[config.mk]
export PLATFORM = sky130hd
export DESIGN_NAME = hazard_ctrl_flat
export DESIGN_NICKNAME = d
export VERILOG_FILES = /design/src/rtl/hazard_ctrl_if.sv /design/src/rtl/hazard_ctrl.sv /design/src/flat_wrapper.sv
export SDC_FILE = /design/constraint.sdc
export NUM_CORES = 1
export LEC_CHECK = 0
export ABC_AREA = 1
export BUFFER_PORTS_ARGS = -buffer_cell sky130_fd_sc_hd__buf_2
export CAP_MARGIN = 10
export CORE_MARGIN = 5
export CORE_UTILIZATION = 55
export CTS_BUF_LIST = sky130_fd_sc_hd__clkbuf_4
export DETAILED_ROUTE_END_ITERATION = 10
export GPL_TIMING_DRIVEN = 0
export MAX_ROUTING_LAYER = met4
export PLACE_DENSITY = 0.81
export SLEW_MARGIN = 10
export SYNTH_ARGS = -nofsm -noshare
export SYNTH_HDL_FRONTEND = slang
export SYNTH_SLANG_ARGS = --single-unit
[constraint.sdc]
create_clock -name clk -period 3.05 [get_ports clk]
set_input_delay 0.4575 -clock clk [delete_from_list [all_inputs] [get_ports clk]]
set_output_delay 0.4575 -clock clk [all_outputs]
set_load 0.005 [all_outputs]
[src/rtl/hazard_ctrl_if.sv]
// hazard_ctrl_if: pipeline-side view of the hazard controller. The slave
// modport is the controller itself. The master modport is the pipeline
// datapath that drives register addresses and collects the stage controls.
interface hazard_ctrl_if #(
    parameter int ADDR_W = 5
) ();
    logic [ADDR_W-1:0] ifid_reg1_raddr;
    logic [ADDR_W-1:0] ifid_reg2_raddr;
    logic              ifid_reg1_rena;
    logic              ifid_reg2_rena;
    logic [ADDR_W-1:0] idex_reg_waddr;
    logic              idex_mem_rena;
    logic [ADDR_W-1:0] idex_reg1_raddr;
    logic [ADDR_W-1:0] idex_reg2_raddr;
    logic [ADDR_W-1:0] exmem_reg_waddr;
    logic [ADDR_W-1:0] memwb_reg_waddr;
    logic              exmem_reg_wena;
    logic              memwb_reg_wena;
    logic              ex_branch_taken;
    logic              mc_start;
    logic              mc_done;
    logic              pc_continue;
    logic              ifid_continue;
    logic              idex_continue;
    logic              exmem_continue;
    logic              ifid_flush;
    logic              idex_flush;
    logic [1:0]        fwd_a_sel;
    logic [1:0]        fwd_b_sel;
    logic              mc_timeout;
    logic [15:0]       stall_cycles;

    modport master (
        output ifid_reg1_raddr, ifid_reg2_raddr, ifid_reg1_rena, ifid_reg2_rena,
        output idex_reg_waddr, idex_mem_rena, idex_reg1_raddr, idex_reg2_raddr,
        output exmem_reg_waddr, memwb_reg_waddr, exmem_reg_wena, memwb_reg_wena,
        output ex_branch_taken, mc_start, mc_done,
        input  pc_continue, ifid_continue, idex_continue, exmem_continue,
        input  ifid_flush, idex_flush, fwd_a_sel, fwd_b_sel,
        input  mc_timeout, stall_cycles
    );

    modport slave (
        input  ifid_reg1_raddr, ifid_reg2_raddr, ifid_reg1_rena, ifid_reg2_rena,
        input  idex_reg_waddr, idex_mem_rena, idex_reg1_raddr, idex_reg2_raddr,
        input  exmem_reg_waddr, memwb_reg_waddr, exmem_reg_wena, memwb_reg_wena,
        input  ex_branch_taken, mc_start, mc_done,
        output pc_continue, ifid_continue, idex_continue, exmem_continue,
        output ifid_flush, idex_flush, fwd_a_sel, fwd_b_sel,
        output mc_timeout, stall_cycles
    );
endinterface

[src/rtl/hazard_ctrl.sv]
// hazard_ctrl: stall, flush and forwarding control for a 5-stage pipeline.
// This block handles load-use stalls, branch flushes, multi-cycle EX freezes
// with a watchdog timeout, and operand forwarding from EX/MEM and MEM/WB.
module hazard_ctrl #(
    parameter int ADDR_W     = 5,
    parameter int LOAD_STALL = 1,
    parameter int MC_TIMEOUT = 255
) (
    input  logic         clk,
    input  logic         rst,
    hazard_ctrl_if.slave bus
);
    typedef enum logic [1:0] {RUN, LSTALL, MCWAIT} state_t;

    localparam logic [2:0]        LOAD_RELOAD = 3'(LOAD_STALL - 1);
    localparam logic [15:0]       MC_LIMIT    = 16'(MC_TIMEOUT);
    localparam logic [ADDR_W-1:0] REG_X0      = '0;

    state_t      state;
    state_t      next_state;
    logic [2:0]  cnt;
    logic [2:0]  cnt_next;
    logic [15:0] mc_cnt;
    logic [15:0] mc_cnt_next;
    logic        timeout_hit;
    logic        load_use;
    logic        mc_begin;

    function automatic logic [1:0] fwd_sel(
        input logic [ADDR_W-1:0] src,
        input logic [ADDR_W-1:0] em_addr,
        input logic              em_we,
        input logic [ADDR_W-1:0] mw_addr,
        input logic              mw_we
    );
        if (em_we && (em_addr != REG_X0) && (em_addr == src)) begin
            return 2'b10;
        end
        if (mw_we && (mw_addr != REG_X0) && (mw_addr == src)) begin
            return 2'b01;
        end
        return 2'b00;
    endfunction

    // Decode the raw hazard conditions; x0 is never a real load destination.
    always_comb begin
        load_use = bus.idex_mem_rena && (bus.idex_reg_waddr != REG_X0) &&
                   ((bus.ifid_reg1_rena && (bus.ifid_reg1_raddr == bus.idex_reg_waddr)) ||
                    (bus.ifid_reg2_rena && (bus.ifid_reg2_raddr == bus.idex_reg_waddr)));
        mc_begin = bus.mc_start && !bus.mc_done;
    end

    // State and stall counters; reset aborts any stall in progress.
    always_ff @(posedge clk) begin
        if (!rst) begin
            state  <= RUN;
            cnt    <= '0;
            mc_cnt <= '0;
        end else begin
            state  <= next_state;
            cnt    <= cnt_next;
            mc_cnt <= mc_cnt_next;
        end
    end

    // Next-state logic: branch beats multi-cycle start beats load-use in RUN.
    always_comb begin
        next_state  = state;
        cnt_next    = cnt;
        mc_cnt_next = mc_cnt;
        timeout_hit = 1'b0;
        case (state)
            RUN: begin
                if (bus.ex_branch_taken) begin
                    next_state = RUN;
                end else if (mc_begin) begin
                    next_state  = MCWAIT;
                    mc_cnt_next = 16'd1;
                end else if (!bus.mc_start && load_use && (LOAD_STALL > 1)) begin
                    next_state = LSTALL;
                    cnt_next   = LOAD_RELOAD;
                end
            end
            LSTALL: begin
                if (bus.ex_branch_taken) begin
                    next_state = RUN;
                    cnt_next   = '0;
                end else begin
                    cnt_next = cnt - 3'd1;
                    if (cnt == 3'd1) begin
                        next_state = RUN;
                    end
                end
            end
            MCWAIT: begin
                if (bus.mc_done) begin
                    next_state  = RUN;
                    mc_cnt_next = '0;
                end else if (mc_cnt == MC_LIMIT) begin
                    next_state  = RUN;
                    mc_cnt_next = '0;
                    timeout_hit = 1'b1;
                end else begin
                    mc_cnt_next = mc_cnt + 16'd1;
                end
            end
            default: begin
                next_state = RUN;
            end
        endcase
    end

    // Stage advance and flush controls; held at free-running values in reset.
    always_comb begin
        bus.pc_continue    = 1'b1;
        bus.ifid_continue  = 1'b1;
        bus.idex_continue  = 1'b1;
        bus.exmem_continue = 1'b1;
        bus.ifid_flush     = 1'b0;
        bus.idex_flush     = 1'b0;
        if (rst) begin
            case (state)
                RUN: begin
                    if (bus.ex_branch_taken) begin
                        bus.ifid_flush = 1'b1;
                        bus.idex_flush = 1'b1;
                    end else if (mc_begin) begin
                        bus.pc_continue    = 1'b0;
                        bus.ifid_continue  = 1'b0;
                        bus.idex_continue  = 1'b0;
                        bus.exmem_continue = 1'b0;
                    end else if (!bus.mc_start && load_use) begin
                        bus.pc_continue   = 1'b0;
                        bus.ifid_continue = 1'b0;
                        bus.idex_flush    = 1'b1;
                    end
                end
                LSTALL: begin
                    if (bus.ex_branch_taken) begin
                        bus.ifid_flush = 1'b1;
                        bus.idex_flush = 1'b1;
                    end else begin
                        bus.pc_continue   = 1'b0;
                        bus.ifid_continue = 1'b0;
                        bus.idex_flush    = 1'b1;
                    end
                end
                MCWAIT: begin
                    if (!bus.mc_done && (mc_cnt != MC_LIMIT)) begin
                        bus.pc_continue    = 1'b0;
                        bus.ifid_continue  = 1'b0;
                        bus.idex_continue  = 1'b0;
                        bus.exmem_continue = 1'b0;
                    end
                end
                default: begin
                    bus.pc_continue = 1'b1;
                end
            endcase
        end
    end

    // Operand bypass selection; the younger EX/MEM result wins over MEM/WB.
    always_comb begin
        bus.fwd_a_sel = 2'b00;
        bus.fwd_b_sel = 2'b00;
        if (rst) begin
            bus.fwd_a_sel = fwd_sel(bus.idex_reg1_raddr, bus.exmem_reg_waddr,
                                    bus.exmem_reg_wena, bus.memwb_reg_waddr, bus.memwb_reg_wena);
            bus.fwd_b_sel = fwd_sel(bus.idex_reg2_raddr, bus.exmem_reg_waddr,
                                    bus.exmem_reg_wena, bus.memwb_reg_waddr, bus.memwb_reg_wena);
        end
    end

    // Sticky timeout flag and saturating count of cycles with the PC held.
    always_ff @(posedge clk) begin
        if (!rst) begin
            bus.mc_timeout   <= 1'b0;
            bus.stall_cycles <= '0;
        end else begin
            if (timeout_hit) begin
                bus.mc_timeout <= 1'b1;
            end
            if (!bus.pc_continue && (bus.stall_cycles != 16'hFFFF)) begin
                bus.stall_cycles <= bus.stall_cycles + 16'd1;
            end
        end
    end
endmodule

[src/flat_wrapper.sv]
// flat-port wrapper written by rule: the top's interface ports become plain ports
module hazard_ctrl_flat 
#(
    parameter int ADDR_W     = 5,
    parameter int LOAD_STALL = 1,
    parameter int MC_TIMEOUT = 255
)
  (clk, rst, bus_ifid_reg1_raddr, bus_ifid_reg2_raddr, bus_ifid_reg1_rena, bus_ifid_reg2_rena, bus_idex_reg_waddr, bus_idex_mem_rena, bus_idex_reg1_raddr, bus_idex_reg2_raddr, bus_exmem_reg_waddr, bus_memwb_reg_waddr, bus_exmem_reg_wena, bus_memwb_reg_wena, bus_ex_branch_taken, bus_mc_start, bus_mc_done, bus_pc_continue, bus_ifid_continue, bus_idex_continue, bus_exmem_continue, bus_ifid_flush, bus_idex_flush, bus_fwd_a_sel, bus_fwd_b_sel, bus_mc_timeout, bus_stall_cycles);
  hazard_ctrl_if #(.ADDR_W(ADDR_W)) bus_i ();
  input  logic clk;
  input  logic rst;
  input wire logic [$bits(bus_i.ifid_reg1_raddr)-1:0] bus_ifid_reg1_raddr;
  input wire logic [$bits(bus_i.ifid_reg2_raddr)-1:0] bus_ifid_reg2_raddr;
  input wire logic [$bits(bus_i.ifid_reg1_rena)-1:0] bus_ifid_reg1_rena;
  input wire logic [$bits(bus_i.ifid_reg2_rena)-1:0] bus_ifid_reg2_rena;
  input wire logic [$bits(bus_i.idex_reg_waddr)-1:0] bus_idex_reg_waddr;
  input wire logic [$bits(bus_i.idex_mem_rena)-1:0] bus_idex_mem_rena;
  input wire logic [$bits(bus_i.idex_reg1_raddr)-1:0] bus_idex_reg1_raddr;
  input wire logic [$bits(bus_i.idex_reg2_raddr)-1:0] bus_idex_reg2_raddr;
  input wire logic [$bits(bus_i.exmem_reg_waddr)-1:0] bus_exmem_reg_waddr;
  input wire logic [$bits(bus_i.memwb_reg_waddr)-1:0] bus_memwb_reg_waddr;
  input wire logic [$bits(bus_i.exmem_reg_wena)-1:0] bus_exmem_reg_wena;
  input wire logic [$bits(bus_i.memwb_reg_wena)-1:0] bus_memwb_reg_wena;
  input wire logic [$bits(bus_i.ex_branch_taken)-1:0] bus_ex_branch_taken;
  input wire logic [$bits(bus_i.mc_start)-1:0] bus_mc_start;
  input wire logic [$bits(bus_i.mc_done)-1:0] bus_mc_done;
  output wire logic [$bits(bus_i.pc_continue)-1:0] bus_pc_continue;
  output wire logic [$bits(bus_i.ifid_continue)-1:0] bus_ifid_continue;
  output wire logic [$bits(bus_i.idex_continue)-1:0] bus_idex_continue;
  output wire logic [$bits(bus_i.exmem_continue)-1:0] bus_exmem_continue;
  output wire logic [$bits(bus_i.ifid_flush)-1:0] bus_ifid_flush;
  output wire logic [$bits(bus_i.idex_flush)-1:0] bus_idex_flush;
  output wire logic [$bits(bus_i.fwd_a_sel)-1:0] bus_fwd_a_sel;
  output wire logic [$bits(bus_i.fwd_b_sel)-1:0] bus_fwd_b_sel;
  output wire logic [$bits(bus_i.mc_timeout)-1:0] bus_mc_timeout;
  output wire logic [$bits(bus_i.stall_cycles)-1:0] bus_stall_cycles;
  assign bus_i.ifid_reg1_raddr = bus_ifid_reg1_raddr;
  assign bus_i.ifid_reg2_raddr = bus_ifid_reg2_raddr;
  assign bus_i.ifid_reg1_rena = bus_ifid_reg1_rena;
  assign bus_i.ifid_reg2_rena = bus_ifid_reg2_rena;
  assign bus_i.idex_reg_waddr = bus_idex_reg_waddr;
  assign bus_i.idex_mem_rena = bus_idex_mem_rena;
  assign bus_i.idex_reg1_raddr = bus_idex_reg1_raddr;
  assign bus_i.idex_reg2_raddr = bus_idex_reg2_raddr;
  assign bus_i.exmem_reg_waddr = bus_exmem_reg_waddr;
  assign bus_i.memwb_reg_waddr = bus_memwb_reg_waddr;
  assign bus_i.exmem_reg_wena = bus_exmem_reg_wena;
  assign bus_i.memwb_reg_wena = bus_memwb_reg_wena;
  assign bus_i.ex_branch_taken = bus_ex_branch_taken;
  assign bus_i.mc_start = bus_mc_start;
  assign bus_i.mc_done = bus_mc_done;
  assign bus_pc_continue = bus_i.pc_continue;
  assign bus_ifid_continue = bus_i.ifid_continue;
  assign bus_idex_continue = bus_i.idex_continue;
  assign bus_exmem_continue = bus_i.exmem_continue;
  assign bus_ifid_flush = bus_i.ifid_flush;
  assign bus_idex_flush = bus_i.idex_flush;
  assign bus_fwd_a_sel = bus_i.fwd_a_sel;
  assign bus_fwd_b_sel = bus_i.fwd_b_sel;
  assign bus_mc_timeout = bus_i.mc_timeout;
  assign bus_stall_cycles = bus_i.stall_cycles;
  hazard_ctrl #(.ADDR_W(ADDR_W), .LOAD_STALL(LOAD_STALL), .MC_TIMEOUT(MC_TIMEOUT)) u_core (.clk(clk), .rst(rst), .bus(bus_i));
endmodule
==> metrics.csv <==
metric,value,unit
total_power,0.8645,mW
startpoint,u_core.mc_cnt[0],
r2r_setup_slack,1.04,ns
place_area,2955,um2
slew_headroom,59.00,%
start_util,57.43,%
synthAdderAreaFrac,0.9872,%
slew_violations,0,
clkSinkCount,34,
io_buffers,71,
area_growth,18.71,%
fp.dieW,77.89,um
fin_tns_setup,0,ns
clock.fmax,365.2,MHz
worstReg2RegStart,u_core.mc_cnt[0],
place_ws,0.7119,ns
rsz0062_at_grt,no,
stdcell_area,3009,um2
die_area,6067,um2
hold_viol,0,
cp_max_fo,10,
fin_crit_sh,89.77,%
ys_top_cells_by_area,"dfxtp_1, nand2_1, nor2_1",
synth_simple_gate_area_share,40.08,%
post_cts_resized,0,
antenna_found_initial,0,
instances_no_fill,517,
start_kind,register,
viasPerCell,5.201,
outcome,finished clean,
crit_buf_inv,3,
grt_start_max_net_pins,11,
clock_path_buffers,2,
synth_compound_gate_area_share,11.50,%
synth.top_cell.area_share,26.85,%
clkLatencyLatePin,0.35,ns
leakagePower,1.403,nW
core-area,4414,um2
placementRows,24,
ctsHoldBuffers,0,
worstMarginPinSlew,0.6149,ns
worstReg2RegEnd,u_core.mc_cnt[4],
critPathArrivalTime,2.28,ns
cts_buffers,5,
drt-pass1-iter-count,4,
reg2reg_depth,10,
antenna_left,0,
synth_top_family_by_area,simple AND/OR/NAND/NOR gates,
routed_wl,6.406,mm
hold_class,primary input to register,
cts_root_buf,clkbuf_4,
synth_flop_cell,dfxtp_1,
critPathMaxStageDelay,0.35,ns
clk_pin_slew,0.12,ns
drtIter0Drc,112,
fillCellCount,411,
dieHeight,77.89,um
finClkSkew,0.01721,ns
syn-num-nets,433,
ys_seq_elements,34,
crit_family,simple AND/OR/NAND/NOR gates,
ys_async_sr_fraction,0,%
final_cell_mix,"nand2_1, buf_2, nor2_1, inv_1, dfxtp_1",
layout-drive-gt1-share,25.81,%
grt_pass1_vias,2538,
routedWlPerCell,12.39,um
endpoint,bus_idex_continue,
hpwlAfterDp,5.079,mm
peakVddDrop,304.9,uV
timing.final.ws_setup,0.3121,ns
ctsHtreeMaxLevel,2,
fin_crit,2.738,ns
slowest_stage,dfxtp_1,
cts_tree,built,
synth_edf_count,0,
grtUsageTotal,22.37,%
final_core_util,68.17,%
setup_viol,0,
whs_path_depth,3,
hold_ws,0.3994,ns
nNetsFinal,511,
worstPathCellList,ha_1 > nand3_1 > nor2_1 > nand2_1 > nand2_2 > a21oi_4 > buf_4 > nand2_1 > buf_4 > buf_2,
cp-end-kind,primary output,
synth.cell_area,2535,um2
routabilityCongestion,0.9461,
required,2.59,ns
path_class,register to primary output,
seq_area_frac_synth,26.85,%
ios,72,
cts_setup_buffers,0,
grt_pass1_wl,11.10,mm
maxCapViolCount,0,
synth_cells,386,
drc,0,
antenna_cells,0,
power_density,287.3,nW/um2
yosysTopAreaCell,dfxtp_1,
synthXorXnorAreaFrac,11.40,%
grt-ovfl-total,0,
muxShareOfSynthArea,0,%
syn_area_per_cell,6.567,um2
final_common_cell,nand2_1,
vias,2689,
yosysUniqueCellTypes,37,
yosysWarningCount,0,
dp.cells,509,
cp.depth,10,
-- worst register-to-register path, delay by kind of cell (launching register included) --
| family | cells | cell delay (ns) |
|---|---|---|
| DFF | 1 | 0.39 |
| buffers and inverters | 1 | 0.11 |
| and+or+nand+nor | 5 | 0.63 |
| adders and majority gates | 1 | 0.23 |
| AOI/OAI and AO/OA | 3 | 0.53 |
-- final cells by class --
class	count	area [um2]	share of cell area, %
timing repair buffer	71	355.3	11.81
clock buffer	6	45.04	1.497
clock inverter	2	8.758	0.2911
multi-input combinational	298	1622	53.89
inverter	46	172.7	5.738
tap	52	65.06	2.162
buffer	8	60.06	1.996
sequential	34	680.7	22.62
-- registers in the layout (all words and copies together), names as in the netlist --
name / cells
u_core.bus.stall_cycles: 16
u_core.state: 1
u_core.bus.mc_timeout: 1
u_core.mc_cnt: 16
-- synth_stat cells, types with 2 or more instances --
| library cell | n |
|---|---|
| dfxtp_1 | 34 |
| buf_4 | 3 |
| nand4_1 | 21 |
| inv_1 | 43 |
| nor3_1 | 8 |
| a21oi_1 | 17 |
| o21bai_1 | 2 |
| nand2_1 | 91 |
| ha_1 | 2 |
| xnor2_1 | 14 |
| a21oi_2 | 9 |
| nor2_1 | 54 |
| nor4_1 | 3 |
| nand2_2 | 15 |
| nand3_1 | 18 |
| or2_2 | 3 |
| xor2_1 | 19 |
| inv_2 | 3 |
| o21ai_0 | 8 |
| buf_2 | 2 |
-- logic make-up after synthesis --
kind of cell / after synthesis
compound gates: 44
xor+xnor: 33
fa+ha+maj: 2
buf+inv: 54
flops: 34
simple gates: 219
-- layer usage --
layer | up-vias | wire [um] | GRT usage, %
li1 | 1405 | - | -
met1 | 1213 | 2832 | 26.71
met2 | 64 | 3221 | 38.31
met3 | 7 | 282 | 4.051
met4 | 0 | 69 | 6.419
met5 | - | 0 | -
-- worst min-delay path by stage --
| stage | startpoint | to | slack (ns) |
|---|---|---|---|
| after floorplan | u_core.mc_cnt[15] | u_core.mc_cnt[15] | 0.42 |
| after global placement | u_core.mc_cnt[15] | u_core.mc_cnt[15] | 0.43 |
| after detailed placement | u_core.mc_cnt[4] | u_core.mc_cnt[4] | 0.45 |
| after CTS | rst | u_core.bus.mc_timeout | 0.40 |
| after global routing | rst | u_core.bus.mc_timeout | 0.40 |
| final | rst | u_core.bus.stall_cycles[0] | 0.40 |
-- power by group --
part	switching [mW]	internal, mW	total (mW)
combinational	0.0917	0.0644	0.156
sequential	0.00344	0.446	0.450
clock	0.163	0.0956	0.259
total	0.258	0.606	0.864
No activity file was read; power rests on OpenSTA's default activity.
